`src/rtl/product_collector.sv`:
```
`default_nettype none
// ============================================================================
//  Module      : product_collector
//  Description : Captures one product per rising edge of the multiplier's
//                done strobe into a small FIFO, and keeps a signed 24-bit
//                running sum of every product that was accepted.
//  Revision    : 1.0  initial release
// ============================================================================
module product_collector #(
    parameter int DEPTH = 4
) (
    input  logic                       clk,
    input  logic                       rst,
    input  logic [15:0]                p_in,
    input  logic                       done_in,
    output logic [15:0]                out_data,
    output logic                       out_valid,
    input  logic                       out_ready,
    output logic [23:0]                acc,
    input  logic                       acc_clr,
    output logic [$clog2(DEPTH):0]     count,
    output logic                       full,
    output logic                       overflow,
    input  logic                       ovf_clr
);

    localparam int AW = (DEPTH > 1) ? $clog2(DEPTH) : 1;
    localparam int CW = $clog2(DEPTH) + 1;
    localparam logic [CW-1:0] c_DEPTH = CW'(DEPTH);

    logic              r_done_prev;
    logic [AW-1:0]     r_wr_ptr;
    logic [AW-1:0]     r_rd_ptr;
    logic [CW-1:0]     r_count;
    logic [23:0]       r_acc;
    logic              r_overflow;
    logic [15:0]       r_mem [DEPTH];

    logic              w_capture;
    logic              w_pop;
    logic              w_full;
    logic              w_valid;
    logic              w_accept;
    logic              w_drop;
    logic [23:0]       w_p_ext;

    // Status flags come only from the registered occupancy, so neither
    // out_ready nor done_in can reach full/out_valid combinationally.
    assign w_full    = (r_count == c_DEPTH);
    assign w_valid   = (r_count != '0);

    // A held strobe counts once: only its rising edge is a capture.
    assign w_capture = done_in & ~r_done_prev;
    assign w_pop     = w_valid & out_ready;

    // When full, a simultaneous pop frees the slot the capture needs.
    assign w_accept  = w_capture & (~w_full | w_pop);
    assign w_drop    = w_capture & w_full & ~w_pop;

    assign w_p_ext   = {{8{p_in[15]}}, p_in};

    // Head is forced to zero while empty so the output is clean out of reset
    // even though the storage array itself carries no reset.
    assign out_data  = w_valid ? r_mem[r_rd_ptr] : 16'h0000;
    assign out_valid = w_valid;
    assign full      = w_full;
    assign count     = r_count;
    assign acc       = r_acc;
    assign overflow  = r_overflow;

    // Done-strobe history for edge detection.
    always_ff @(posedge clk or negedge rst) begin
        if (!rst) begin
            r_done_prev <= 1'b0;
        end else begin
            r_done_prev <= done_in;
        end
    end

    // Pointers and occupancy; power-of-two depth makes pointer wrap free.
    always_ff @(posedge clk or negedge rst) begin
        if (!rst) begin
            r_wr_ptr <= '0;
            r_rd_ptr <= '0;
            r_count  <= '0;
        end else begin
            if (w_accept) begin
                r_wr_ptr <= r_wr_ptr + AW'(1);
            end
            if (w_pop) begin
                r_rd_ptr <= r_rd_ptr + AW'(1);
            end
            case ({w_accept, w_pop})
                2'b10:   r_count <= r_count + CW'(1);
                2'b01:   r_count <= r_count - CW'(1);
                default: r_count <= r_count;
            endcase
        end
    end

    // Entry storage; written only on an accepted capture.
    always_ff @(posedge clk) begin
        if (w_accept) begin
            r_mem[r_wr_ptr] <= p_in;
        end
    end

    // Running sum; a clear restarts from the product accepted on that edge.
    always_ff @(posedge clk or negedge rst) begin
        if (!rst) begin
            r_acc <= 24'h000000;
        end else if (acc_clr) begin
            r_acc <= w_accept ? w_p_ext : 24'h000000;
        end else if (w_accept) begin
            r_acc <= r_acc + w_p_ext;
        end
    end

    // Sticky drop flag; a drop on the clearing edge keeps it set.
    always_ff @(posedge clk or negedge rst) begin
        if (!rst) begin
            r_overflow <= 1'b0;
        end else if (w_drop) begin
            r_overflow <= 1'b1;
        end else if (ovf_clr) begin
            r_overflow <= 1'b0;
        end
    end

endmodule
`default_nettype wire

```
`config.mk`:
```
export PLATFORM = sky130hd
export DESIGN_NAME = product_collector
export DESIGN_NICKNAME = d
export VERILOG_FILES = /design/src/rtl/product_collector.sv
export SDC_FILE = /design/constraint.sdc
export NUM_CORES = 1
export LEC_CHECK = 0
export ABC_AREA = 1
export CORE_ASPECT_RATIO = 1.5
export CORE_MARGIN = 4
export CORE_UTILIZATION = 51
export CTS_CLUSTER_DIAMETER = 60
export DETAILED_ROUTE_END_ITERATION = 12
export DONT_BUFFER_PORTS = 1
export GPL_TIMING_DRIVEN = 0
export MAX_ROUTING_LAYER = met4
export PLACE_DENSITY = 0.66
export SYNTH_ARGS = -nofsm -noshare
export SYNTH_HDL_FRONTEND = slang
export SYNTH_SLANG_ARGS = --single-unit
```
`constraint.sdc`:
```
create_clock -name clk -period 4.1 [get_ports clk]
set_input_delay 0.41 -clock clk [delete_from_list [all_inputs] [get_ports clk]]
set_output_delay 0.41 -clock clk [all_outputs]
set_load 0.02 [all_outputs]
```
-- Word-level counts from Yosys, hierarchy flattened
Memories as Yosys holds them, arrays and structs flattened.
Index checks and enable logic that the tools add are counted.
- flip-flop bits (word level): 33
- RAM bits: 64
- bits of input ports: 22
- output and inout port bits: 46
- memories kept: 1
- memory list (name ; words ; bits a word ; rd ports ; clocked after memory_dff ; wr ports ; line ; RTL):
    r_mem ; 4 ; 16 ; 1 ; 0 ; 1 ; 37 ; logic [15:0] r_mem [DEPTH];
- add/subtract/negate cells: 5
- equality and inequality tests: 3
- mux-type cells: 9
- bitwise operators: 9
- reductions and logical operators: 4
- operators by type and width (cell ; number):
    $mux 24 ; 3
    $add 24x24->24 ; 1
    $mux 16 ; 1
    $pmux 3 s2 ; 1
    $reduce_bool 2->1 ; 3
    $and 1x1->1 ; 5
    $add 2x1->2 const B ; 2
    $mux 1 ; 4
    $add 3x1->3 const B ; 1
    $eq 3x3->1 const B ; 1
    $not 1->1 ; 3
    $reduce_bool 3->1 ; 1
    $sub 3x1->3 const B ; 1
    $eq 2x1->1 const B ; 1
    $eq 2x2->1 const B ; 1
    $or 1x1->1 ; 1

-- Logic depth before layout (Yosys ltp)
Gate-level depths: netlist (run 1).
- depth in word-level cells: 6
- gate-level depth with buffers: 13
- mapped depth without buffers: 13

-- Worst setup path after synthesis (run 1)
No wires, ideal clock.
- path type: reg-to-reg
- from: register r_count[2] (netlist: count[2])
- to: memory r_mem[0][0] (enable)
- data arrival time: 1.688 ns
- data required time: 3.711 ns
- path slack: 2.024 ns
- cell stages (with the launch flop): 7
- cells stage by stage: dfrtp_1 inv_2 nor3_4 nand2_2 nand2_4 buf_4 nor2_1
- longest elaborated chain between the ends: 6
- elaborated cells on any way between the ends: 8
- RTL lines (element ; line ; RTL):
    start, declared ; 34 ; logic [CW-1:0] r_count;
    start signal, assigned ; 94 ; 2'b10: r_count <= r_count + CW'(1);
    start signal, assigned ; 95 ; 2'b01: r_count <= r_count - CW'(1);
    start signal, assigned ; 96 ; default: r_count <= r_count;
    $eq 3x3->1 ; 49 ; assign w_full = (r_count == c_DEPTH);
    named net full ; 22 ; output logic full,
    $not 1->1 ; 57 ; assign w_accept = w_capture & (~w_full | w_pop);
    $or 1x1->1 ; 57 ;
    $and 1x1->1 ; 57 ;
    $mux 1 ; 103 ; if (w_accept) begin
    $mux 1 (implied by the code) ; 104 ; r_mem[r_wr_ptr] <= p_in;
    end, declared ; 37 ;
The timed path passes the listed nets, and every way through them passes these cells.

-- Final worst setup path (run 1)
- from: register r_count[0] (netlist: count[0])
- to: output out_data[9]
- longest elaborated chain between the ends: 2
- RTL lines (element ; line ; RTL):
    $reduce_bool 3->1 ; 50 ; assign w_valid = (r_count != '0);
    named net out_valid ; 17 ; output logic out_valid,
    $mux 16 ; 64 ; assign out_data = w_valid ? r_mem[r_rd_ptr] : 16'h0000;
    end, declared ; 16 ; output logic [15:0] out_data,
The timed path passes the listed nets, and every way through them passes these cells.

==> flow_metrics.env, run 1 <==
export IMPL_grt_pass1_vias=4666
export IMPL_yosys_most_used_dff="edfxtp_1"
export IMPL_synth_seq_area_share_pct=46.9
export IMPL_hold_depth=0
export IMPL_max_slew_margin_pct=38.4
export IMPL_n_fill_cell=1075
export IMPL_wl_met1_um=5640
export IMPL_netlist_instances=763
export IMPL_yosys_warnings=0
export IMPL_top_layer_used="met4"
export IMPL_port_buffers=0
export IMPL_setup_ws_ps=1540
export IMPL_wl_met3_um=710
export IMPL_grt_overflow=0
export IMPL_netlist_area_leader_share_pct=32.8
export IMPL_hold_ws_ps=88.6
export IMPL_rows=47
export IMPL_die_y_um=139
export IMPL_syn_to_final_growth_pct=8.86
export IMPL_avgSynthCellArea_um2=7.68
export IMPL_antenna_found_initial=0
export IMPL_end_kind="output port"
export IMPL_synth_net_count=814
export IMPL_grt_max_degree=34
export IMPL_wl_per_cell_um=16.6
export IMPL_worstPathMaxFanout=10
export IMPL_tightest_slew_ps=923
export IMPL_synth_seq_cells=97
export IMPL_track_usage_pct=24.5
export IMPL_fin_nets=828
export IMPL_drc=0
export IMPL_pre_cts_ws_ps=1810
export IMPL_clkSinkCount=97
export IMPL_final_antenna_net_count=0
export IMPL_hold_class="input pin to flop"
export IMPL_path_class="flop to output port"
export IMPL_multiInputGateArea_um2=2570
export IMPL_num_vias=4791
export IMPL_period_share_pct=62.5
export IMPL_htreeDepth=3
export IMPL_die_w_um=95.5
export IMPL_dr_pass1_iters=7
export IMPL_hold_viol_final=0
export IMPL_fmax_ghz=0.391
export IMPL_finalCriticalPeriod_ps=2560
export IMPL_reg2reg_depth=13
export IMPL_synthTopCellsByArea="edfxtp_1 33%, nand2_1 15%, dfrtp_1 14%, nor2_1 7.5%, inv_1 7.4%"
export IMPL_cts_buffer_depth=2
export IMPL_place_gp_congestion=0.903
export IMPL_start_kind="flop"
export IMPL_rsz0062_at_grt="no"
export IMPL_power_density_nw_per_um2=558
export IMPL_cts_tree="yes"
export IMPL_drive_gt1_share_pct=6.27
export IMPL_antennaDiodeCount=0
export IMPL_total_power_mw=3.56
export IMPL_ir_drop_mv=0.230
export IMPL_die_area_um2=13300
export IMPL_synthDistinctLibCells=37
export IMPL_final_common_cell="nand2_1"
export IMPL_cts_made_buffers=9
export IMPL_finalWirelength_um=15500
export IMPL_most_common_layout_cells="227 x nand2_1, 116 x inv_1, 114 x nor2_1"
export IMPL_syn_area_um2=5860
export IMPL_post_cts_buffers=0
export IMPL_register_area_um2=2750
export IMPL_pin_count=68
export IMPL_drv_slew=0
export IMPL_status="finished, final reports clean"
export IMPL_async_reset_ff_share_pct=34.0
export IMPL_dp_hpwl_um=12200
export IMPL_fin_setup_tns_ps=0
export IMPL_clock_skew_ps=10.1
export IMPL_cellLeakagePower_nw=3.12
export IMPL_arrival_ps=2150
export IMPL_drt_iter0_markers=237
export IMPL_ctsResizeCount=0
export IMPL_synth_edf_count=64
export IMPL_cts_root_buf="clkbuf_16"
export IMPL_start_util_pct=52.5
export IMPL_maxCapViolations=0
export IMPL_grt_pass1_wl_um=24100
export IMPL_insertion_delay_ps=340
export IMPL_critical_path_required_ps=3690
export IMPL_clkSlewWorstSetupHoldPaths_ps=70
export IMPL_core_area_um2=11200
export IMPL_cts_hold_buf=2
export IMPL_setup_viol=0
export IMPL_wl_met2_um=8450
export IMPL_yosysTopAreaCell="edfxtp_1"
export IMPL_via_per_inst=5.16
[worst max-delay path: stages, from the launching register on]
cell and delay (ps):
dfrtp_1 560, inv_1 150, nand3_2 230, inv_1 190, buf_2 240, a21oi_1 420
[flip-flops by register name, indices dropped and copies added (netlist names)]
name	flops
acc	24
r_mem	64
r_wr_ptr	2
count	3
r_done_prev	1
r_rd_ptr	2
overflow	1
[stage by stage]
step	instances	util (%)	cell area, µm²
2_1_floorplan	763	-	5860
3_3_place_gp	910	54.1	6050
3_5_place_dp	911	54.3	6070
4_1_cts	929	57.1	6380
5_1_grt	929	57.1	6380
6_report	929	57.1	6380
[kinds of logic after synthesis]
group,share of synthesized area [%]
XOR/XNOR,1.05
AND/OR/NAND/NOR,28.6
buffers and inverters,9.50
AO/OA/AOI/OAI,7.55
flip-flops,46.9
adder cells (fa/ha/maj),6.44
[power by group]
part | switching, mW | internal (mW)
Clock | 0.385 | 0.427
Combinational | 1.01 | 0.402
Sequential | 0.151 | 1.19
Total | 1.55 | 2.02
[synthesized netlist by cell type, types with 3 or more instances]
library cell,n
a21oi_1,30
buf_2,7
clkbuf_1,5
dfrtp_1,33
edfxtp_1,64
ha_1,27
inv_1,116
inv_2,3
nand2_1,227
nand3_1,38
nand4_1,9
nor2_1,117
nor2_2,4
o211ai_1,3
o21ai_0,43
o21ai_1,3
xor2_1,6
[per-layer routing]
layer,GRT usage [%],vias to the layer above
met2,44.9,130
met4,10.9,0
met3,3.73,36
li1,-,2442
met5,-,-
met1,24.8,2183
[area by class of cell]
| class | count | share of cell area (%) |
|---|---|---|
| plain buffers | 18 | 1.65 |
| clock buffers | 10 | 3.59 |
| clock inverters | 6 | 0.902 |
| inverters | 120 | 7.08 |
| multi-input cells | 528 | 40.2 |
| flip-flops and latches | 97 | 43.1 |
| well taps | 147 | 2.88 |
| repair buffers | 3 | 0.647 |
[worst paths after layout]
kind | start | to | slack [ps]
worst max-delay path | count[0] | out_data[9] | 1540
worst min-delay path | done_in | r_done_prev | 90
worst max register to register | acc[0] | acc[16] | 1790
worst min register to register | r_done_prev | overflow | 510
max in group asynchronous | rst | r_rd_ptr[0] | 3400
min in group asynchronous | rst | acc[23] | 510
Note: power is estimated with default switching activity, not from simulation.
==> inputs of run 2 (changes only) <==
--- a/config.mk
+++ b/config.mk
@@ -14,7 +14,7 @@
 export DONT_BUFFER_PORTS = 1
 export GPL_TIMING_DRIVEN = 0
 export MAX_ROUTING_LAYER = met4
-export PLACE_DENSITY = 0.66
+export PLACE_DENSITY = 0.69
 export SYNTH_ARGS = -nofsm -noshare
 export SYNTH_HDL_FRONTEND = slang
 export SYNTH_SLANG_ARGS = --single-unit
==> constraint.sdc (replaced) <==
create_clock -name clk -period 2.2 [get_ports clk]
set_input_delay 0.22 -clock clk [delete_from_list [all_inputs] [get_ports clk]]
set_output_delay 0.22 -clock clk [all_outputs]
set_load 0.02 [all_outputs]
==> run 2 against run 1 <==
Critical path depth rose by 1. Design area increased by 5.8%. First-iteration DRC count down 1.3%. Clock skew shrank 1.5 ps. Core utilization grew 3.3 points. Critical endpoint is now out_data[3]. Largest cell class unchanged. Highest routed layer unchanged.
==> flow_metrics.env, run 2 (same netlist as run 1, synthesis figures left out) <==
export IMPL_critical_path_required_ps=1980
export IMPL_cts_root_buf="clkbuf_16"
export IMPL_period_share_pct=96.3
export IMPL_grt_overflow=0
export IMPL_hp_start="p_in[5]"
export IMPL_dr_pass1_iters=5
export IMPL_grt_pass1_vias=5022
export IMPL_most_common_layout_cells="227 x nand2_1, 114 x inv_1, 113 x nor2_1"
export IMPL_hold_class="input pin to flop"
export IMPL_arrival_ps=1900
export IMPL_wl_met2_um=8890
export IMPL_cts_tree="yes"
export IMPL_cellLeakagePower_nw=3.24
export IMPL_power_density_nw_per_um2=1070
export IMPL_top_layer_used="met4"
export IMPL_hold_depth=2
export IMPL_end_kind="output port"
export IMPL_start_kind="flop"
export IMPL_path_class="flop to output port"
export IMPL_finalCriticalPeriod_ps=2120
export IMPL_worstReg2RegStart="count[2]"
export IMPL_clkSinkCount=97
export IMPL_drv_slew=0
export IMPL_clkSlewWorstSetupHoldPaths_ps=70
export IMPL_die_area_um2=13300
export IMPL_antenna_found_initial=0
export IMPL_drive_gt1_share_pct=9.96
export IMPL_grt_max_degree=34
export IMPL_worstPathMaxFanout=6
export IMPL_num_vias=4989
export IMPL_post_route_util_pct=60.4
export IMPL_hold_ws_ps=26.5
export IMPL_insertion_delay_ps=340
export IMPL_port_buffers=0
export IMPL_rows=47
export IMPL_core_area_um2=11200
export IMPL_antennaDiodeCount=0
export IMPL_tightest_slew_ps=595
export IMPL_final_common_cell="nand2_1"
export IMPL_wl_met3_um=593
export IMPL_wl_met1_um=5740
export IMPL_clock_skew_ps=8.58
export IMPL_ir_drop_mv=0.466
export IMPL_hold_viol_final=0
export IMPL_reg2reg_depth=7
export IMPL_dp_hpwl_um=12000
export IMPL_rsz0062_at_grt="yes"
export IMPL_cts_made_buffers=9
export IMPL_die_w_um=95.5
export IMPL_setup_viol=0
export IMPL_drc=0
export IMPL_final_antenna_net_count=0
export IMPL_die_y_um=139
export IMPL_track_usage_pct=25.6
export IMPL_fin_nets=849
export IMPL_htreeDepth=3
export IMPL_crit_path_start="count[0]"
export IMPL_fmax_ghz=0.472
export IMPL_wl_per_cell_um=16.7
export IMPL_finalWirelength_um=15900
export IMPL_maxCapViolations=0
export IMPL_via_per_inst=5.25
export IMPL_place_gp_congestion=1.01
export IMPL_max_slew_margin_pct=60.4
export IMPL_largest_reg_flops=64
export IMPL_pin_count=68
export IMPL_drt_iter0_markers=234
export IMPL_status="finished, final reports clean"
export IMPL_cts_buffer_depth=2
export IMPL_syn_to_final_growth_pct=15.2
export IMPL_grt_pass1_wl_um=25300
export IMPL_regMostFlops="r_mem"
export IMPL_start_util_pct=52.5
==> run 2: cell types whose count changed in the layout (fill, tap and decap cells not counted), sizes merged <==
cell         previous run  this run
clkinv                  3         2
clkinvlp                0         1
bufinv                  0         3
inv                   123       120
dlygate4sd3             1        19
buf                    13        16
==> run 2: metrics by stage <==
stage / setup slack, ps / std cells / TNS (ps) / cell area (µm²) / power, mW
4_1_cts: -21.0 / 947 / -90.9 / 6690 / 7.17
3_5_place_dp: -489 / 911 / -9730 / 6060 / 5.15
2_1_floorplan: 124 / 763 / 0 / 5860 / 4.52
6_report: 82.4 / 950 / 0 / 6750 / 7.19
5_1_grt: -17.9 / 950 / -35.8 / 6750 / 7.67
3_3_place_gp: -461 / 910 / -27390 / 6050 / 5.07
==> run 2: cell type report <==
type,count,area (µm²)
flip-flops and latches,97,2750
well taps,147,184
repair buffers,24,240
multi-input cells,528,2670
clock inverters,6,114
plain buffers,18,113
fillers,1010,4420
clock buffers,10,229
inverters,120,455
==> run 2: critical path, cell delays in order, from the launching register on <==
cell and delay [ps]:
dfrtp_2 480, inv_1 130, nand3_2 240, clkinvlp_4 140
buf_4 180, buf_4 140, a21oi_2 240
==> run 2: where the power goes <==
| group | switching [mW] | internal (mW) | total (mW) |
|---|---|---|---|
| logic | 2.01 | 0.880 | 2.89 |
| registers | 0.284 | 2.22 | 2.50 |
| clock network | 0.678 | 1.12 | 1.80 |
| total | 2.98 | 4.22 | 7.19 |
==> run 2: worst paths after layout <==
path	end	slack, ps
max reg2reg	r_mem[3][9]	110
min reg2reg	overflow	510
min in group asynchronous	acc[15]	320
max	out_data[3]	80
min	acc[5]	30
max in group asynchronous	acc[0]	1680
==> run 2: per-layer routing <==
layer	vias up	global-route usage, %
li1	2494	-
met1	2349	26.2
met2	111	46.3
met3	35	4.27
met4	0	11.9
met5	-	-
==> run 2: repair_timing <==
action | in CTS | in global routing
hold buffers | 20 | 0
setup buffers | 0 | 3
endpoints found under the hold margin | 99 | 0
setup endpoints to repair | 77 | 22
gates resized for setup | 24 | 14
==> inputs of run 3 (changes only) <==
--- a/config.mk
+++ b/config.mk
@@ -18,3 +18,4 @@
 export SYNTH_ARGS = -nofsm -noshare
 export SYNTH_HDL_FRONTEND = slang
 export SYNTH_SLANG_ARGS = --single-unit
+export TNS_END_PERCENT = 50
==> run 3 against run 2 <==
Register-to-register slack barely moved. Critical endpoint is now out_data[15]. Die area unchanged. Clock-buffer cell count did not move.
==> flow_metrics.env, run 3 (same netlist as run 1, synthesis figures left out) <==
export IMPL_period_share_pct=97.0
export IMPL_final_antenna_net_count=0
export IMPL_post_route_util_pct=60.4
export IMPL_clkSlewWorstSetupHoldPaths_ps=70
export IMPL_critical_path_required_ps=1980
export IMPL_cts_made_buffers=9
export IMPL_syn_to_final_growth_pct=15.2
export IMPL_path_class="flop to output port"
export IMPL_grt_pass1_wl_um=25300
export IMPL_fmax_ghz=0.469
export IMPL_port_buffers=0
export IMPL_finalWirelength_um=15900
export IMPL_cp_cell_sequence="inv_1 > nand3_2 > clkinvlp_4 > buf_4 > buf_4 > a21oi_2"
export IMPL_fin_nets=849
export IMPL_most_common_layout_cells="227 x nand2_1, 114 x inv_1, 113 x nor2_1"
export IMPL_crit_path_top_delay_cell="dfrtp_2"
export IMPL_via_per_inst=5.30
export IMPL_fin_setup_tns_ps=0
export IMPL_hold_ws_ps=22.8
export IMPL_die_y_um=139
export IMPL_dr_pass1_iters=5
export IMPL_cts_root_buf="clkbuf_16"
export IMPL_end_kind="output port"
export IMPL_die_area_um2=13300
export IMPL_cellLeakagePower_nw=3.24
export IMPL_track_usage_pct=25.6
export IMPL_grt_max_degree=34
export IMPL_dp_cells=911
export IMPL_power_density_nw_per_um2=1070
export IMPL_drv_slew=0
export IMPL_drc=0
export IMPL_largest_reg_flops=64
export IMPL_cts_buffer_depth=2
export IMPL_fin_area_um2=6750
export IMPL_ir_drop_mv=0.473
export IMPL_worstPathMaxFanout=6
export IMPL_arrival_ps=1910
export IMPL_place_gp_congestion=1.01
export IMPL_cpPeakStageDelay_ps=490
export IMPL_num_vias=5031
export IMPL_htreeDepth=3
export IMPL_grt_overflow=0
export IMPL_instances_no_fill=950
export IMPL_hold_viol_final=0
export IMPL_status="finished, final reports clean"
export IMPL_drt_iter0_markers=243
export IMPL_antenna_found_initial=0
export IMPL_die_w_um=95.5
export IMPL_drive_gt1_share_pct=9.96
export IMPL_final_common_cell="nand2_1"
export IMPL_post_dp_cell_area_um2=6060
export IMPL_grt_pass1_vias=5008
export IMPL_finalCriticalPeriod_ps=2130
export IMPL_clock_skew_ps=10.5
export IMPL_setup_viol=0
export IMPL_maxCapViolations=0
export IMPL_cts_tree="yes"
export IMPL_cpMostUsedCell="buf_4"
export IMPL_max_slew_margin_pct=61.5
export IMPL_core_area_um2=11200
export IMPL_start_kind="flop"
export IMPL_rsz0062_at_grt="yes"
export IMPL_insertion_delay_ps=350
export IMPL_wl_per_cell_um=16.7
export IMPL_rows=47
export IMPL_dp_hpwl_um=12000
export IMPL_regMostFlops="r_mem"
export IMPL_hold_class="input pin to flop"
export IMPL_tightest_slew_ps=577
export IMPL_antennaDiodeCount=0
export IMPL_start_util_pct=52.5
export IMPL_pin_count=68
export IMPL_clkSinkCount=97
[run 3: where the power goes]
part | switching, mW | leakage [nW] | internal [mW]
logic | 2.02 | 2.07 | 0.880
clock network | 0.683 | 0.167 | 1.12
registers | 0.285 | 1.00 | 2.22
total | 2.99 | 3.24 | 4.22
[run 3: critical path: cells and delay by family (launching register included)]
kind	cells	cell delay (ps)
buf+inv	4	580
simple gates	1	250
compound gates	1	250
flops	1	490
[run 3: routing by layer]
| metal | wire length, µm | part of all wire (%) | track usage, % | vias up |
|---|---|---|---|---|
| met5 | 0 | 0 | - | - |
| met4 | 687 | 4.3 | 11.6 | 0 |
| met3 | 706 | 4.5 | 4.21 | 43 |
| met2 | 8740 | 55 | 46.4 | 135 |
| met1 | 5720 | 36 | 26.1 | 2359 |
| li1 | - | - | - | 2494 |
[run 3: timing repair]
| action | 4_1_cts | 5_1_grt |
|---|---|---|
| setup endpoints to repair | 77 | 22 |
| endpoints found under the hold margin | 99 | 0 |
| resized for setup | 24 | 14 |
| cloned | 0 | 0 |
| setup buffers | 0 | 3 |
| hold buffers | 20 | 0 |
[run 3: layout make-up]
cell class,count,area [µm²]
plain buffers,18,113
clock buffers,10,229
clock inverters,6,114
fillers,1012,4420
inverters,120,455
multi-input cells,528,2670
flip-flops and latches,97,2750
well taps,147,184
repair buffers,24,240
[run 3: per-stage QoR]
stage	setup slack (ps)	power, mW
final	66.7	7.21
after global routing	-24.2	7.66
after CTS	-24.2	7.17
after detailed placement	-489	5.15
after global placement	-461	5.07
after floorplan	124	4.52
[run 3: final timing paths]
| check | start | endpoint | slack (ps) | cells after the start |
|---|---|---|---|---|
| min in group asynchronous | rst | acc[15] | 320 | 2 |
| min reg2reg | r_done_prev | overflow | 500 | 1 |
| max | count[0] | out_data[15] | 70 | 6 |
| min | p_in[5] | acc[5] | 20 | 2 |
| max in group asynchronous | rst | acc[0] | 1690 | 2 |
| max reg2reg | count[2] | r_mem[3][7] | 110 | 7 |
